[src/rtl/stereo_line_streamer_pkg.sv]
// Shared post-processing definitions for the stereo line streamer: FSM encoding,
// default geometry constants and the blank-length helper.
package stereo_line_streamer_pkg;

    typedef enum logic [1:0] {
        ST_IDLE   = 2'd0,
        ST_BLANK  = 2'd1,
        ST_ACTIVE = 2'd2
    } state_e;

    localparam int DEF_WIDTH  = 640;
    localparam int DEF_HBLANK = 21;
    localparam int FRAC_BITS  = 1;

    // A zero blank request still costs one cycle, so the terminal count is max(hb,1)-1.
    function automatic logic [7:0] blank_len_m1(input logic [7:0] hb);
        if (hb == 8'd0) begin
            return 8'd0;
        end else begin
            return hb - 8'd1;
        end
    endfunction

endpackage

[src/rtl/stereo_line_streamer_timer.sv]
// line_timer: down-counter timing the blank and active phases of a line;
// last_o flags the final cycle of the loaded phase.
module line_timer #(
    parameter int AWIDTH = 11
) (
    input  logic              clk,
    input  logic              rst,
    input  logic              load_i,
    input  logic [AWIDTH-1:0] load_val_i,
    output logic              last_o
);

    logic [AWIDTH-1:0] cnt_q;
    logic [AWIDTH-1:0] cnt_d;

    // Next count: reload on request, otherwise count down and park at zero.
    always_comb begin
        cnt_d = cnt_q;
        if (load_i) begin
            cnt_d = load_val_i;
        end else if (cnt_q != {AWIDTH{1'b0}}) begin
            cnt_d = cnt_q - {{(AWIDTH-1){1'b0}}, 1'b1};
        end else begin
            cnt_d = cnt_q;
        end
    end

    // Count register.
    always_ff @(posedge clk) begin
        if (!rst) begin
            cnt_q <= {AWIDTH{1'b0}};
        end else begin
            cnt_q <= cnt_d;
        end
    end

    assign last_o = (cnt_q == {AWIDTH{1'b0}});

endmodule

[src/rtl/stereo_line_streamer.sv]
// Streams a stored left/right disparity frame line by line: blanking, contiguous
// memory reads, and 1-fractional-bit disparity output with pixel coordinates.
module stereo_line_streamer
    import stereo_line_streamer_pkg::*;
#(
    parameter int WIDTH  = 9,
    parameter int AWIDTH = 11,
    parameter int MWIDTH = 19
) (
    input  logic              clk,
    input  logic              rst,
    input  logic              start,
    input  logic              hold,
    input  logic [AWIDTH-1:0] width,
    input  logic [AWIDTH-1:0] height,
    input  logic [7:0]        hblank,
    output logic [MWIDTH-1:0] mem_addr,
    output logic              mem_rd,
    input  logic [WIDTH-2:0]  mem_L,
    input  logic [WIDTH-2:0]  mem_R,
    output logic              valid_L,
    output logic              valid_R,
    output logic [WIDTH-1:0]  disp_L,
    output logic [WIDTH-1:0]  disp_R,
    output logic              busy,
    output logic              frame_done,
    output logic [AWIDTH-1:0] x,
    output logic [AWIDTH-1:0] y
);

    state_e            state_q;
    logic [AWIDTH-1:0] w_q;
    logic [AWIDTH-1:0] h_q;
    logic [7:0]        hb_q;
    logic [AWIDTH-1:0] px_q;
    logic [AWIDTH-1:0] ln_q;
    logic [MWIDTH-1:0] addr_q;
    logic              rd_q;
    logic              busy_q;
    logic              valid_q;
    logic              fd_q;
    logic [AWIDTH-1:0] x_q;
    logic [AWIDTH-1:0] y_q;

    logic              accept_s;
    logic              last_line_s;
    logic              tmr_last_s;
    logic              tmr_load_s;
    logic [AWIDTH-1:0] tmr_val_s;

    assign accept_s    = (state_q == ST_IDLE) && !busy_q && start &&
                         (width != {AWIDTH{1'b0}}) && (height != {AWIDTH{1'b0}});
    assign last_line_s = (ln_q == (h_q - {{(AWIDTH-1){1'b0}}, 1'b1}));

    // Timer reload: blank length on frame/line start, width on entering ACTIVE.
    always_comb begin
        tmr_load_s = 1'b0;
        tmr_val_s  = {AWIDTH{1'b0}};
        case (state_q)
            ST_IDLE: begin
                if (accept_s) begin
                    tmr_load_s = 1'b1;
                    tmr_val_s  = AWIDTH'(blank_len_m1(hblank));
                end else begin
                    tmr_load_s = 1'b0;
                end
            end
            ST_BLANK: begin
                if (tmr_last_s && !hold) begin
                    tmr_load_s = 1'b1;
                    tmr_val_s  = w_q - {{(AWIDTH-1){1'b0}}, 1'b1};
                end else begin
                    tmr_load_s = 1'b0;
                end
            end
            ST_ACTIVE: begin
                if (tmr_last_s && !last_line_s) begin
                    tmr_load_s = 1'b1;
                    tmr_val_s  = AWIDTH'(blank_len_m1(hb_q));
                end else begin
                    tmr_load_s = 1'b0;
                end
            end
            default: begin
                tmr_load_s = 1'b0;
                tmr_val_s  = {AWIDTH{1'b0}};
            end
        endcase
    end

    line_timer #(.AWIDTH(AWIDTH)) u_line_timer (
        .clk        (clk),
        .rst        (rst),
        .load_i     (tmr_load_s),
        .load_val_i (tmr_val_s),
        .last_o     (tmr_last_s)
    );

    // Frame sequencer; geometry is latched at start so later input changes are inert.
    always_ff @(posedge clk) begin
        if (!rst) begin
            state_q <= ST_IDLE;
            w_q     <= {AWIDTH{1'b0}};
            h_q     <= {AWIDTH{1'b0}};
            hb_q    <= 8'd0;
            px_q    <= {AWIDTH{1'b0}};
            ln_q    <= {AWIDTH{1'b0}};
            addr_q  <= {MWIDTH{1'b0}};
            rd_q    <= 1'b0;
            busy_q  <= 1'b0;
        end else begin
            case (state_q)
                ST_IDLE: begin
                    if (accept_s) begin
                        w_q     <= width;
                        h_q     <= height;
                        hb_q    <= hblank;
                        px_q    <= {AWIDTH{1'b0}};
                        ln_q    <= {AWIDTH{1'b0}};
                        addr_q  <= {MWIDTH{1'b0}};
                        busy_q  <= 1'b1;
                        state_q <= ST_BLANK;
                    end else if (fd_q) begin
                        busy_q  <= 1'b0;
                    end
                end
                ST_BLANK: begin
                    if (tmr_last_s && !hold) begin
                        rd_q    <= 1'b1;
                        state_q <= ST_ACTIVE;
                    end
                end
                ST_ACTIVE: begin
                    addr_q <= addr_q + {{(MWIDTH-1){1'b0}}, 1'b1};
                    if (tmr_last_s) begin
                        rd_q <= 1'b0;
                        px_q <= {AWIDTH{1'b0}};
                        if (last_line_s) begin
                            state_q <= ST_IDLE;
                        end else begin
                            ln_q    <= ln_q + {{(AWIDTH-1){1'b0}}, 1'b1};
                            state_q <= ST_BLANK;
                        end
                    end else begin
                        px_q <= px_q + {{(AWIDTH-1){1'b0}}, 1'b1};
                    end
                end
                default: begin
                    rd_q    <= 1'b0;
                    state_q <= ST_IDLE;
                end
            endcase
        end
    end

    // Presentation stage aligned with the one-cycle memory read latency.
    always_ff @(posedge clk) begin
        if (!rst) begin
            valid_q <= 1'b0;
            fd_q    <= 1'b0;
            x_q     <= {AWIDTH{1'b0}};
            y_q     <= {AWIDTH{1'b0}};
        end else begin
            valid_q <= rd_q;
            fd_q    <= rd_q && tmr_last_s && last_line_s;
            if (rd_q) begin
                x_q <= px_q;
                y_q <= ln_q;
            end
        end
    end

    assign mem_addr   = addr_q;
    assign mem_rd     = rd_q;
    assign valid_L    = valid_q;
    assign valid_R    = valid_q;
    assign disp_L     = valid_q ? {mem_L, {FRAC_BITS{1'b0}}} : {WIDTH{1'b0}};
    assign disp_R     = valid_q ? {mem_R, {FRAC_BITS{1'b0}}} : {WIDTH{1'b0}};
    assign busy       = busy_q;
    assign frame_done = fd_q;
    assign x          = x_q;
    assign y          = y_q;

endmodule
[config.mk]
export PLATFORM = sky130hd
export DESIGN_NAME = stereo_line_streamer
export DESIGN_NICKNAME = d
export VERILOG_FILES = /design/src/rtl/stereo_line_streamer_pkg.sv /design/src/rtl/stereo_line_streamer_timer.sv /design/src/rtl/stereo_line_streamer.sv
export SDC_FILE = /design/constraint.sdc
export NUM_CORES = 1
export LEC_CHECK = 0
export BUFFER_PORTS_ARGS = -buffer_cell sky130_fd_sc_hd__buf_2
export CORE_MARGIN = 5
export CORE_UTILIZATION = 58
export CTS_BUF_LIST = sky130_fd_sc_hd__clkbuf_8
export CTS_CLUSTER_DIAMETER = 80
export CTS_CLUSTER_SIZE = 40
export DETAILED_ROUTE_END_ITERATION = 6
export GPL_TIMING_DRIVEN = 0
export PLACE_DENSITY = 0.95
export SKIP_CTS_REPAIR_TIMING = 1
export SYNTH_ARGS = -nofsm -noshare
export SYNTH_HDL_FRONTEND = slang
export SYNTH_HIERARCHICAL = 1
export SYNTH_SLANG_ARGS = --single-unit
[constraint.sdc]
create_clock -name clk -period 3.55 [get_ports clk]
set_input_delay 0.71 -clock clk [delete_from_list [all_inputs] [get_ports clk]]
set_output_delay 0.71 -clock clk [all_outputs]
set_load 0.01 [all_outputs]
Word-level counts from Yosys, hierarchy flattened
Cells that the tools add are included.
{"block": "word_totals", "regBits": 110, "latch_bits": 0, "ram_bits": 0, "mem_bits_ro": 0, "input_bits": 50, "out_inout_bits": 64, "word_cells": 89, "n_memories": 0}
{"block": "op_classes", "addsub": 8, "mul": 0, "n_div": 0, "order_cmp": 0, "eq_ne": 7, "n_shift": 0, "mux": 32, "n_bitwise": 1, "reduce_logical": 27}
{"cell": "11-bit 2-to-1 mux", "count": 7}
{"cell": "11-bit one-hot mux with 2 select lines", "count": 2}
{"cell": "19-bit one-hot mux with 2 select lines", "count": 1}
{"cell": "11-bit one-hot mux with 3 select lines", "count": 1}
{"cell": "11-bit nonzero test", "count": 3}
{"cell": "11-bit by 1-bit subtractor with 11-bit output, second input constant", "count": 3}
{"cell": "8-bit 2-to-1 mux", "count": 4}
{"cell": "11-bit by 1-bit adder with 11-bit output, second input constant", "count": 2}
{"cell": "19-bit by 1-bit adder with 19-bit output, second input constant", "count": 1}
{"cell": "19-bit 2-to-1 mux", "count": 1}
{"cell": "9-bit 2-to-1 mux", "count": 2}
{"cell": "8-bit zero test", "count": 2}
{"cell": "8-bit by 1-bit subtractor with 8-bit output, second input constant", "count": 2}
{"cell": "11-bit equality test", "count": 1}
{"cell": "11-bit zero test", "count": 1}
{"cell": "1-bit logical AND", "count": 8}
{"cell": "1-bit 2-to-1 mux", "count": 8}
{"cell": "2-bit != test, second input constant", "count": 4}
{"cell": "2-bit 2-to-1 mux", "count": 3}
{"cell": "1-bit one-hot mux with 3 select lines", "count": 2}
{"cell": "2-bit one-hot mux with 3 select lines", "count": 1}
{"cell": "2-bit AND reduction", "count": 3}
{"cell": "3-bit AND reduction", "count": 2}
{"cell": "2-bit nonzero test", "count": 3}
{"cell": "other kinds (6)", "count": 8}

Depth between registers and ports, before layout
Gate-level depths: netlist of the first run.
{"block": "depth", "ltp_word": 8, "mapped_depth": 14, "mapped_depth_nobuf": 11}

By module
Netlist of the first run, hierarchy kept.
{"mod": "stereo_line_streamer", "instances": 1, "cells_each": 650, "area_per_inst_um2": 5457.7, "seq_area_each_um2": 1981.9}
{"mod": "line_timer", "instances": 1, "cells_each": 73, "area_per_inst_um2": 633.1, "seq_area_each_um2": 220.2}

Worst setup path after synthesis of the first run
Ideal clock, no wire load.
{"block": "synth_timing", "path_kind": "register to register", "startpoint": "register u_line_timer.cnt_q[0]", "endpoint": "register u_line_timer.cnt_q[7]", "setup_time_ns": 0.117, "arrival_time_ns": 3.023, "t_required_ns": 3.433, "slack_ns": 0.410, "path_stages_with_launch": 14, "path_buffers": 4, "synth_period_minus_slack_ns": 3.140, "cell_sequence": "dfxtp_1 inv_1 ha_1 or4b_1 buf_2 nor4_4 clkbuf_1 nor2b_1 nand3b_1 clkbuf_1 nand2b_1 clkbuf_1 nor3b_2 a32o_1"}
{"block": "synth_via", "elab_chain_len": 5, "word_cells_on_any_way": 14, "classes_between": "add/sub: 1; mux: 8; reduce/logical: 5"}
{"item": "from (decl)", "line": "stereo_line_streamer_timer.sv:13", "rtl": "logic [AWIDTH-1:0] cnt_q;"}
{"item": "from (signal assigned)", "line": "stereo_line_streamer_timer.sv:31", "rtl": "cnt_q <= {AWIDTH{1'b0}};"}
{"item": "from (signal assigned)", "line": "stereo_line_streamer_timer.sv:33", "rtl": "cnt_q <= cnt_d;"}
{"item": "11-bit zero test (*)", "line": "stereo_line_streamer_timer.sv:37", "rtl": "assign last_o = (cnt_q == {AWIDTH{1'b0}});"}
{"item": "net tmr_last_s", "line": "stereo_line_streamer.sv:47", "rtl": "logic tmr_last_s;"}
{"item": "1-bit logical AND, on equally long branches", "line": "stereo_line_streamer.sv:77, stereo_line_streamer.sv:69"}
{"item": "1-bit 2-to-1 mux, on equally long branches", "line": "stereo_line_streamer.sv:77, stereo_line_streamer.sv:69"}
{"item": "1-bit one-hot mux with 3 select lines (*)", "line": "stereo_line_streamer.sv:59", "rtl": "case (state_q)"}
{"item": "net tmr_load_s", "line": "stereo_line_streamer.sv:48", "rtl": "logic tmr_load_s;"}
{"item": "11-bit 2-to-1 mux or 2-bit nonzero test (tied branches)"}
The timed path passes the listed nets; every way through them passes the cells marked *. The select of a mux whose other input is x is not followed.
A chain may end at the register's enable or synchronous reset.

Final worst setup path of the first run
{"block": "layout_timing", "startpoint": "register u_line_timer.cnt_q[0]", "endpoint": "register u_line_timer.cnt_q[8]"}
Same word-level chain as after synthesis.

==> metrics.txt, run 1 <==
status=finished, final reports clean; placed wire-length estimate=12130 um; Chip Height=112.5 um; global route total overflow=0; critical-path cell with the highest stage delay=sky130_fd_sc_hd__or4b_1; Rel. slew slack=0.5192; via count of the first global-routing pass=5520; netlist area before placement=6091 sq um; largest net degree at the start of global routing=22; sequential fraction of the synthesis area=0.3615; clock insertion delay at the later pin of the skew report=390 ps; Port-buffer cells=111; met3 layer wire length in the routed design=1656 um; Max Root-Sink Buffers=2; final standard cell utilization of the core=0.6857; power per unit of standard cell area=475.7 nW/um^2; number of unique standard cell types used by synthesis=67; Routed wire per std cell=16.74 um; part of the power in registers=0.429; classification of the worst-slack hold path=reg2reg; CTS root buf=sky130_fd_sc_hd__clkbuf_8; CTS tree=built; worst setup path start=u_line_timer/cnt_q[0]; fill cell instance count of the final layout=789; DRC violation count after routing=0; arrival time of the worst setup path=3620 ps; Worst-Margin Slew=717.9 ps; starting density of the core=0.5926; clock buffers created by TritonCTS=9; worst min-delay path endpoint=h_q[10]; CP Capture Type=register; total of endpoints with negative setup slack in the final report=0; post-layout min period=3328 ps; path type of the worst setup path=reg2reg; global placement routability congestion=0.9708; max-cap viol count=0; slack of the worst reg-to-reg path=220 ps; count of yosys warnings during synthesis=6; met1 layer wirelength in the final routing=6620 um; Synth Register Bits=110; Final Max Tran Viols=0; switching component of the power=1282 uW; Reg clk slew, reported paths=120 ps; sort of element at the start of the critical path=register; Iteration-0 DRC Markers=473; core outline area=10280 sq um; area of the die=12650 sq um; critical path data required time=3840 ps; Pleak=0.002869 uW; Setup Slack @ Placement=-315.5 ps; largest fanout of any net on the critical path=10; Internal Dissipation=2070 uW; Final Cycle Share=0.9375; first-pass GRT wire length=26900 um; first drt pass iteration count=6; antenna violations before repair=1; global router's overall resource usage=0.2560; crit-path max cell delay=430 ps; post-layout instance area=7047 sq um; area growth from synthesis to final layout=15.69%; worst flop-to-flop path endpoint=u_line_timer/cnt_q[8]; number of synthesized flops with an enable pin=0; highest routed metal layer=met5; worst-case clock skew=10.36 ps; Worst Reg2Reg Path Length in Cells=12; Async S/R FF share, synth=0; Clk network pwr share=0.228; ANT nets after route=0; startpoint of the worst-slack reg-to-reg timing path=u_line_timer/cnt_q[0]; net count reported at finish=907; Post-Syn Instances=723; number of stages on the worst hold path=2; maximum resistive drop on vdd=0.0002281 V; post-layout power=3352 uW; logic gate share of total power=0.343; fraction of layout instances using a drive strength above 1=0.1890; number of core rows=37; ant diodes=0; DRT Wirelength=16540 um; number of vias per cell=5.962; maximum level of the CTS H-tree=3; most instantiated flip-flop cell in the synthesis netlist=sky130_fd_sc_hd__dfxtp_1; most common cell type on the critical path=sky130_fd_sc_hd__inv_1; net switching fraction of the power=0.3824; total I/O pin count=114; hold path startpoint=h_q[10]; CTS Sinks=110; Horiz. Die Dim=112.5 um; vias after detailed routing=5890; mean area per synthesized cell=8.424 sq um; instance area after placement=6820 sq um; maximum clock frequency=0.3005 GHz; RSZ-0062 raised after global routing=no; cells traversed along the worst timing path=inv_1, ha_1, or4b_1, buf_2, nor4_4, clkbuf_4, nand2_1, a32oi_4, nand2b_1, inv_1, clkbuf_1, o221a_2; Worst Setup Slack, final=221.8 ps; Hold Violations, Final=0; DR WL met2=7731 um
-- area by class of cell --
class / instances / area (sq um) / area share
buffer: 41 / 200.2 / 0.02841
clock buffer: 9 / 123.9 / 0.01758
clock inverter: 7 / 77.57 / 0.01101
inverter: 17 / 63.81 / 0.009055
multi-input combinational: 556 / 3646 / 0.5174
sequential: 110 / 2202 / 0.3125
tap: 136 / 170.2 / 0.02415
timing repair buffer: 112 / 563.0 / 0.07990
-- synthesized netlist by cell type, types with 6 or more instances --
master / number / area [sq um]
sky130_fd_sc_hd__a2111o_1: 8 / 90.09
sky130_fd_sc_hd__a21boi_0: 17 / 127.6
sky130_fd_sc_hd__a21boi_1: 20 / 150.1
sky130_fd_sc_hd__a21oi_1: 11 / 55.05
sky130_fd_sc_hd__a31o_1: 7 / 61.31
sky130_fd_sc_hd__a31oi_1: 7 / 43.79
sky130_fd_sc_hd__and2_1: 28 / 175.2
sky130_fd_sc_hd__and3_1: 11 / 68.82
sky130_fd_sc_hd__buf_4: 8 / 60.06
sky130_fd_sc_hd__clkbuf_1: 27 / 101.4
sky130_fd_sc_hd__dfxtp_1: 110 / 2202
sky130_fd_sc_hd__ha_1: 10 / 125.1
sky130_fd_sc_hd__inv_1: 17 / 63.81
sky130_fd_sc_hd__mux2i_1: 34 / 340.3
sky130_fd_sc_hd__nand2_1: 106 / 397.9
sky130_fd_sc_hd__nand2b_1: 6 / 37.54
sky130_fd_sc_hd__nand3_1: 25 / 125.1
sky130_fd_sc_hd__nand4_1: 13 / 81.33
sky130_fd_sc_hd__nor2_1: 45 / 168.9
sky130_fd_sc_hd__nor2b_1: 31 / 193.9
sky130_fd_sc_hd__nor3_1: 15 / 75.07
sky130_fd_sc_hd__nor4_1: 10 / 62.56
sky130_fd_sc_hd__o2111ai_1: 8 / 70.07
sky130_fd_sc_hd__o21ai_0: 18 / 90.09
sky130_fd_sc_hd__o21ai_1: 6 / 30.03
sky130_fd_sc_hd__o22ai_1: 7 / 43.79
sky130_fd_sc_hd__or4_1: 6 / 45.04
sky130_fd_sc_hd__xnor2_1: 24 / 210.2
sky130_fd_sc_hd__xor2_1: 24 / 210.2
-- power groups by stage --
stage	registers, uW	clock network, uW	logic, uW
after global placement	1450	0	1050
after floorplan	1440	0	827
after detailed placement	1460	0	1080
final	1440	765	1150
after global routing	1450	824	1250
after CTS	1430	767	1100
-- metal layers --
layer	track usage	vias up
li1	-	2792
met1	0.3212	2689
met2	0.4219	340
met3	0.06523	67
met4	0.1010	2
met5	0	-
-- state kept, by name (all words and copies together), names as in the netlist --
signal,flops
x,11
px_q,11
state_q,2
y,11
busy,1
w_q,11
mem_addr,19
valid_L,1
u_line_timer/cnt_q,11
mem_rd,1
ln_q,11
frame_done,1
h_q,11
hb_q,8
-- how the worst max path moves through the flow --
stage | end | slack (ps)
3_5_place_dp | u_line_timer/cnt_q[7] | -320
4_1_cts | u_line_timer/cnt_q[7] | -360
3_3_place_gp | u_line_timer/cnt_q[7] | -260
5_1_grt | u_line_timer/cnt_q[9] | 30
2_1_floorplan | u_line_timer/cnt_q[7] | 410
6_report | u_line_timer/cnt_q[8] | 220
-- worst max-delay path, delay by kind of cell (launching register included) --
family	cells	cell delay [ps]
adder cells (fa/ha/maj)	1	210
flip-flops	1	350
buffers and inverters	5	850
AO/OA/AOI/OAI	2	730
AND/OR/NAND/NOR	4	1090
-- metrics by stage --
stage | TNS (ps) | hold WS (ps) | cells
final | 0 | 471.4 | 988
after global routing | 0 | 498.6 | 988
after CTS | -3054 | 472.0 | 987
after detailed placement | -2578 | 456.6 | 971
after global placement | -1965 | 454.5 | 971
after floorplan | 0 | 446.5 | 724
-- placed cells by master, fill, tap and decap left out, drive strengths merged, types with 7 or more instances in the layout --
master   instances
a31o             8
a31oi            7
nor2            45
dfxtp          110
and2            28
nand4           13
nor2b           31
a2111o           8
o2111ai          8
nand3           25
buf            127
nand2          106
inv             20
o21ai           25
clkbuf          35
or4              7
ha              10
nor4            12
mux2i           34
nor3            15
xor2            24
and3            11
o22ai            7
a21boi          37
a21oi           13
xnor2           25
-- kinds of logic after synthesis --
group,count (synthesis),synth area share
XOR/XNOR,49,0.07169
adder cells (fa/ha/maj),10,0.02054
other,1,0.0006157
buffers and inverters,58,0.04232
AND/OR/NAND/NOR,324,0.2779
flip-flops,110,0.3615
AO/OA/AOI/OAI,137,0.1695
multiplexers,34,0.05588
No activity file was read; power rests on OpenSTA's default activity.
==> run 2, diff against run 1 <==
==> constraint.sdc (replaced) <==
create_clock -name clk -period 3.45 [get_ports clk]
set_input_delay 0.69 -clock clk [delete_from_list [all_inputs] [get_ports clk]]
set_output_delay 0.69 -clock clk [all_outputs]
set_load 0.01 [all_outputs]
==> run 2 against run 1 <==
  * Via count hardly changed
  * Global-route usage stayed put
  * Routed wire length is 1.1% higher
  * Cell count stayed put
  * Sequential power is 3% higher
  * Clock skew hardly changed
  * Highest routed layer is now met4
  * Clock power is 3.7% higher
  * Critical path type unchanged
  * Die area stayed put
  * First-iteration DRC count is 14% higher
  * Critical path depth is 1 higher
  * Non-clock buffer count stayed put
==> metrics.txt, run 2 (synthesis gave the netlist of run 1 again) <==
status=finished, final reports clean (unchanged); Hold Violations, Final=0 (unchanged); arrival time of the worst setup path=3530 ps (was 3620 ps); first-pass GRT wire length=26900 um (unchanged); Port-buffer cells=111 (unchanged); Reg clk slew, reported paths=120 ps (about the same); number of vias per cell=5.964 (was 5.962); critical-path cell with the highest stage delay=sky130_fd_sc_hd__or4b_1 (unchanged); DRT Wirelength=16720 um (was 16540 um); post-layout min period=3269 ps (was 3328 ps); starting density of the core=0.5926 (unchanged); RSZ-0062 raised after global routing=no (unchanged); total I/O pin count=114 (unchanged); CP Capture Type=register (unchanged); Rel. slew slack=0.5288 (was 0.5192); number of stages on the worst hold path=2 (unchanged); CTS tree=built (unchanged); global placement routability congestion=0.9708 (unchanged); net count reported at finish=907 (unchanged); largest net degree at the start of global routing=22 (unchanged); max-cap viol count=0 (unchanged); maximum level of the CTS H-tree=3 (unchanged); Setup Slack @ Placement=-415.5 ps (was -315.5 ps); Max Root-Sink Buffers=2 (unchanged); ant diodes=0 (unchanged); vias after detailed routing=5892 (was 5890); area of combinational cells with multiple inputs=3652 sq um (was 3646 sq um); Pleak=0.002871 uW (was 0.002869 uW); Worst-Margin Slew=703.5 ps (was 717.9 ps); core outline area=10280 sq um (unchanged); register area=2202 sq um (unchanged); global routing usage on met3=0.06523 (unchanged); ANT nets after route=0 (unchanged); clock buffers created by TritonCTS=9 (unchanged); GRT Max-Usage Layer=met2 (unchanged); final standard cell utilization of the core=0.6866 (was 0.6857); fill cell instance count of the final layout=789 (unchanged); global route total overflow=0 (unchanged); most frequent cells in the layout=sky130_fd_sc_hd__buf_2 (114), sky130_fd_sc_hd__dfxtp_1 (110), sky130_fd_sc_hd__nand2_1 (106) (unchanged); first drt pass iteration count=7 (was 6); path type of the worst setup path=reg2reg (unchanged); Worst Setup Slack, final=181.4 ps (was 221.8 ps); Worst Reg2Reg Path Length in Cells=13 (was 12); most common library cell in the layout ignoring fill and taps=sky130_fd_sc_hd__buf_2 (unchanged); maximum clock frequency=0.3059 GHz (was 0.3005 GHz); worst-case clock skew=10.43 ps (was 10.36 ps); met1 Resource Use GR=0.3212 (unchanged); CTS Sinks=110 (unchanged); antenna violations before repair=1 (unchanged); cells traversed along the worst timing path=inv_1, ha_1, or4b_1, buf_2, nor4_4, buf_6, nand2_1, a32oi_4, nand2b_1, inv_1, clkbuf_1, o21ai_1, a31oi_1 (was inv_1, ha_1, or4b_1, buf_2, nor4_4, clkbuf_4, nand2_1, a32oi_4, nand2b_1, inv_1, clkbuf_1, o221a_2); critical path data required time=3710 ps (was 3840 ps); Final Max Tran Viols=0 (unchanged); CTS root buf=sky130_fd_sc_hd__clkbuf_8 (unchanged); Horiz. Die Dim=112.5 um (unchanged); maximum resistive drop on vdd=0.0002353 V (was 0.0002281 V); classification of the worst-slack hold path=reg2reg (unchanged); area growth from synthesis to final layout=15.86% (was 15.69%); met2 Track Usage GR=0.4219 (unchanged); sort of element at the start of the critical path=register (unchanged); most common cell type on the critical path=sky130_fd_sc_hd__inv_1 (unchanged); number of flip-flops under the largest register name=19 (unchanged); Routed wire per std cell=16.93 um (was 16.74 um); largest fanout of any net on the critical path=10 (unchanged); area of the die=12650 sq um (unchanged); DRC violation count after routing=0 (unchanged); total of endpoints with negative setup slack in the final report=0 (unchanged); crit-path max cell delay=430 ps (about the same); global router's overall resource usage=0.2560 (unchanged); placed wire-length estimate=12130 um (unchanged); power per unit of standard cell area=492.4 nW/um^2 (was 475.7 nW/um^2); Iteration-0 DRC Markers=539 (was 473); fraction of layout instances using a drive strength above 1=0.1901 (was 0.1890); number of core rows=37 (unchanged); clock insertion delay at the later pin of the skew report=390 ps (about the same); Final Cycle Share=0.9474 (was 0.9375); Chip Height=112.5 um (unchanged); via count of the first global-routing pass=5520 (unchanged)
-- run 2: cell types whose count changed in the layout (fill, tap and decap cells not counted), sizes merged --
cell / previous run / this run
clkbuf: 35 / 34
buf: 127 / 128
-- run 2: report_power, final --
group | leakage [uW] | switching [uW] | internal, uW
combinational | 0.00188 | 717 | 485
clock | 0.0000979 | 507 | 287
sequential | 0.000892 | 115 | 1370
-- run 2: area by class of cell --
type	count	area share
Timing Repair Buffer	112	0.07979
Inverter	17	0.009043
Buffer	41	0.02890
Sequential cell	110	0.3121
Clock buffer	9	0.01755
Multi-Input combinational cell	556	0.5176
Tap cell	136	0.02411
Clock inverter	7	0.01099
-- run 2: through the flow --
step	setup TNS (ps)	hold slack, ps	std cells	cell area (sq um)	power (uW)
4_1_cts	-4203	472.0	987	7022	3394
5_1_grt	0	498.6	988	7057	3636
3_5_place_dp	-3681	456.6	971	6820	2613
6_report	0	472.7	988	7057	3475
3_3_place_gp	-3067	454.5	971	6820	2573
2_1_floorplan	0	446.5	724	6095	2329
-- run 2: per-layer routing --
metal	share of wire	wire length [um]	vias up
li1	-	-	2793
met1	0.40	6742	2681
met2	0.47	7848	359
met3	0.098	1632	59
met4	0.030	499	0
met5	0	0	-
-- run 2: critical path: cells and delay by family (launching register included) --
kind,cells,cell delay [ps]
AO/OA/AOI/OAI,3,690
AND/OR/NAND/NOR,4,1110
adder cells (fa/ha/maj),1,210
flip-flops,1,350
buffers and inverters,5,780
-- run 2: path summary, 6_finish.rpt --
kind,from,endpoint,slack [ps]
max,u_line_timer/cnt_q[0],u_line_timer/cnt_q[9],180
min,h_q[10],h_q[10],470
max reg2reg,u_line_timer/cnt_q[0],u_line_timer/cnt_q[9],180
min reg2reg,h_q[10],h_q[10],470
==> run 3, diff against run 2 <==
--- a/config.mk
+++ b/config.mk
@@ -6,14 +6,16 @@
 export NUM_CORES = 1
 export LEC_CHECK = 0
 export BUFFER_PORTS_ARGS = -buffer_cell sky130_fd_sc_hd__buf_2
+export CELL_PAD_IN_SITES_DETAIL_PLACEMENT = 2
+export CELL_PAD_IN_SITES_GLOBAL_PLACEMENT = 2
 export CORE_MARGIN = 5
-export CORE_UTILIZATION = 58
+export CORE_UTILIZATION = 34
 export CTS_BUF_LIST = sky130_fd_sc_hd__clkbuf_8
 export CTS_CLUSTER_DIAMETER = 80
-export CTS_CLUSTER_SIZE = 40
+export CTS_CLUSTER_SIZE = 8
 export DETAILED_ROUTE_END_ITERATION = 6
 export GPL_TIMING_DRIVEN = 0
-export PLACE_DENSITY = 0.95
+export PLACE_DENSITY = 0.94
 export SKIP_CTS_REPAIR_TIMING = 1
 export SYNTH_ARGS = -nofsm -noshare
 export SYNTH_HDL_FRONTEND = slang
==> run 3 against run 2 <==
  * Clock-buffer cell count is the same
  * Core utilization shrank 28 points
  * Die area grew 64%
  * Non-clock buffer count grew 4
  * Sequential power is essentially flat
  * Clock power grew 23%
==> metrics.txt, run 3 (synthesis gave the netlist of run 1 again) <==
ant diodes=0 (unchanged); via count of the first global-routing pass=6620 (was 5520); CTS tree=built (unchanged); vias after detailed routing=6084 (was 5892); most common library cell in the layout ignoring fill and taps=sky130_fd_sc_hd__buf_2 (unchanged); global route total overflow=0 (unchanged); core outline area=17780 sq um (was 10280 sq um); Final Cycle Share=0.9902 (was 0.9474); worst setup path start=u_line_timer/cnt_q[0] (unchanged); Hold Violations, Final=0 (unchanged); Worst Setup Slack, final=33.88 ps (was 181.4 ps); CP Capture Type=register (unchanged); path type of the worst setup path=reg2reg (unchanged); antenna violations before repair=0 (was 1); maximum level of the CTS H-tree=3 (unchanged); Setup Slack @ Placement=-789.1 ps (was -415.5 ps); status=finished, final reports clean (unchanged); starting density of the core=0.3426 (was 0.5926); clock insertion delay at the later pin of the skew report=410 ps (was 390 ps); Chip Height=143.8 um (was 112.5 um); fraction of layout instances using a drive strength above 1=0.1951 (was 0.1901); startpoint of the worst-slack reg-to-reg timing path=u_line_timer/cnt_q[0] (unchanged); CTS root buf=sky130_fd_sc_hd__clkbuf_8 (unchanged); maximum resistive drop on vdd=0.0001909 V (was 0.0002353 V); cell total after placement=1064 (was 971); number of core rows=49 (was 37); Routed wire per std cell=21.99 um (was 16.93 um); post-layout power=3827 uW (was 3475 uW); Rel. slew slack=0.4674 (was 0.5288); first drt pass iteration count=5 (was 7); Iteration-0 DRC Markers=354 (was 539); CTS Sinks=110 (unchanged); Worst-Margin Slew=798.9 ps (was 703.5 ps); global placement routability congestion=0.8321 (was 0.9708); critical path data required time=3770 ps (was 3710 ps); Port-buffer cells=111 (unchanged); max-cap viol count=0 (unchanged); final standard cell utilization of the core=0.4074 (was 0.6866); number of vias per cell=5.607 (was 5.964); ANT nets after route=0 (unchanged); total I/O pin count=114 (unchanged); maximum clock frequency=0.2927 GHz (was 0.3059 GHz); accumulated negative setup slack=0 ps (unchanged); Reg clk slew, reported paths=130 ps (was 120 ps); net count reported at finish=911 (was 907); largest net degree at the start of global routing=21 (was 22); worst-case clock skew=12.52 ps (was 10.43 ps); power per unit of standard cell area=528.3 nW/um^2 (was 492.4 nW/um^2); Final Max Tran Viols=0 (unchanged); DRC violation count after routing=0 (unchanged); largest fanout of any net on the critical path=10 (unchanged); classification of the worst-slack hold path=reg2reg (unchanged); Horiz. Die Dim=143.8 um (was 112.5 um); sort of element at the start of the critical path=register (unchanged); arrival time of the worst setup path=3740 ps (was 3530 ps); number of flip-flops under the largest register name=19 (unchanged); most frequent cells in the layout=sky130_fd_sc_hd__buf_2 (113), sky130_fd_sc_hd__dfxtp_1 (110), sky130_fd_sc_hd__nand2_1 (106) (was sky130_fd_sc_hd__buf_2 (114), sky130_fd_sc_hd__dfxtp_1 (110), sky130_fd_sc_hd__nand2_1 (106)); post-route non-filler standard cell count=1085 (was 988); clock buffers created by TritonCTS=9 (unchanged); Max Root-Sink Buffers=2 (unchanged); global router's overall resource usage=0.2185 (was 0.2560); placed wire-length estimate=17120 um (was 12130 um); DRT Wirelength=23860 um (was 16720 um); Pleak=0.002917 uW (was 0.002871 uW); area growth from synthesis to final layout=18.92% (was 15.86%); area of the die=20690 sq um (was 12650 sq um); total of endpoints with negative setup slack in the final report=0 (unchanged); first-pass GRT wire length=35850 um (was 26900 um); hold path startpoint=w_q[10] (was h_q[10]); post-layout min period=3416 ps (was 3269 ps)
-- run 3: worst max-delay path, stage by stage (launching register included) --
cell and delay, ps:
sky130_fd_sc_hd__dfxtp_1 410, sky130_fd_sc_hd__inv_1 140, sky130_fd_sc_hd__ha_1 240, sky130_fd_sc_hd__or4b_1 440, sky130_fd_sc_hd__buf_2 190, sky130_fd_sc_hd__nor4_4 280, sky130_fd_sc_hd__buf_6 220, sky130_fd_sc_hd__nand2_1 250
sky130_fd_sc_hd__a32oi_4 280, sky130_fd_sc_hd__nand2b_1 210, sky130_fd_sc_hd__inv_1 120, sky130_fd_sc_hd__clkbuf_2 220, sky130_fd_sc_hd__o221a_2 320
-- run 3: worst paths after layout --
| path | slack [ps] | cells after the start | endpoint |
|---|---|---|---|
| max | 30 | 12 | u_line_timer/cnt_q[8] |
| min | 480 | 2 | w_q[10] |
| max reg2reg | 30 | 12 | u_line_timer/cnt_q[8] |
| min reg2reg | 480 | 2 | w_q[10] |
-- run 3: power breakdown --
group | internal [uW] | switching [uW]
Combinational | 514 | 828
Clock | 429 | 546
Sequential | 1370 | 143
-- run 3: final cells by class --
type	instances	area, sq um
repair buffers	116	593.1
clock buffers	9	123.9
inverters	17	63.81
flip-flops and latches	110	2202
clock inverters	7	113.9
well taps	229	286.5
plain buffers	41	207.7
multi-input cells	556	3652
fillers	2015	10540
-- run 3: per-layer routing --
metal	vias to the layer above	wire, um	GRT usage
met1	3059	9683	0.2661
met2	178	12100	0.3907
li1	2804	-	-
met3	43	1349	0.03461
met5	-	0	0
met4	0	723	0.07334
-- run 3: metrics by stage --
stage | hold WS [ps] | area [sq um]
floorplan | 446.5 | 6095
global placement | 453.9 | 6937
detailed placement | 460.9 | 6937
CTS | 477.4 | 7174
global route | 511.2 | 7243
finish | 484.9 | 7243
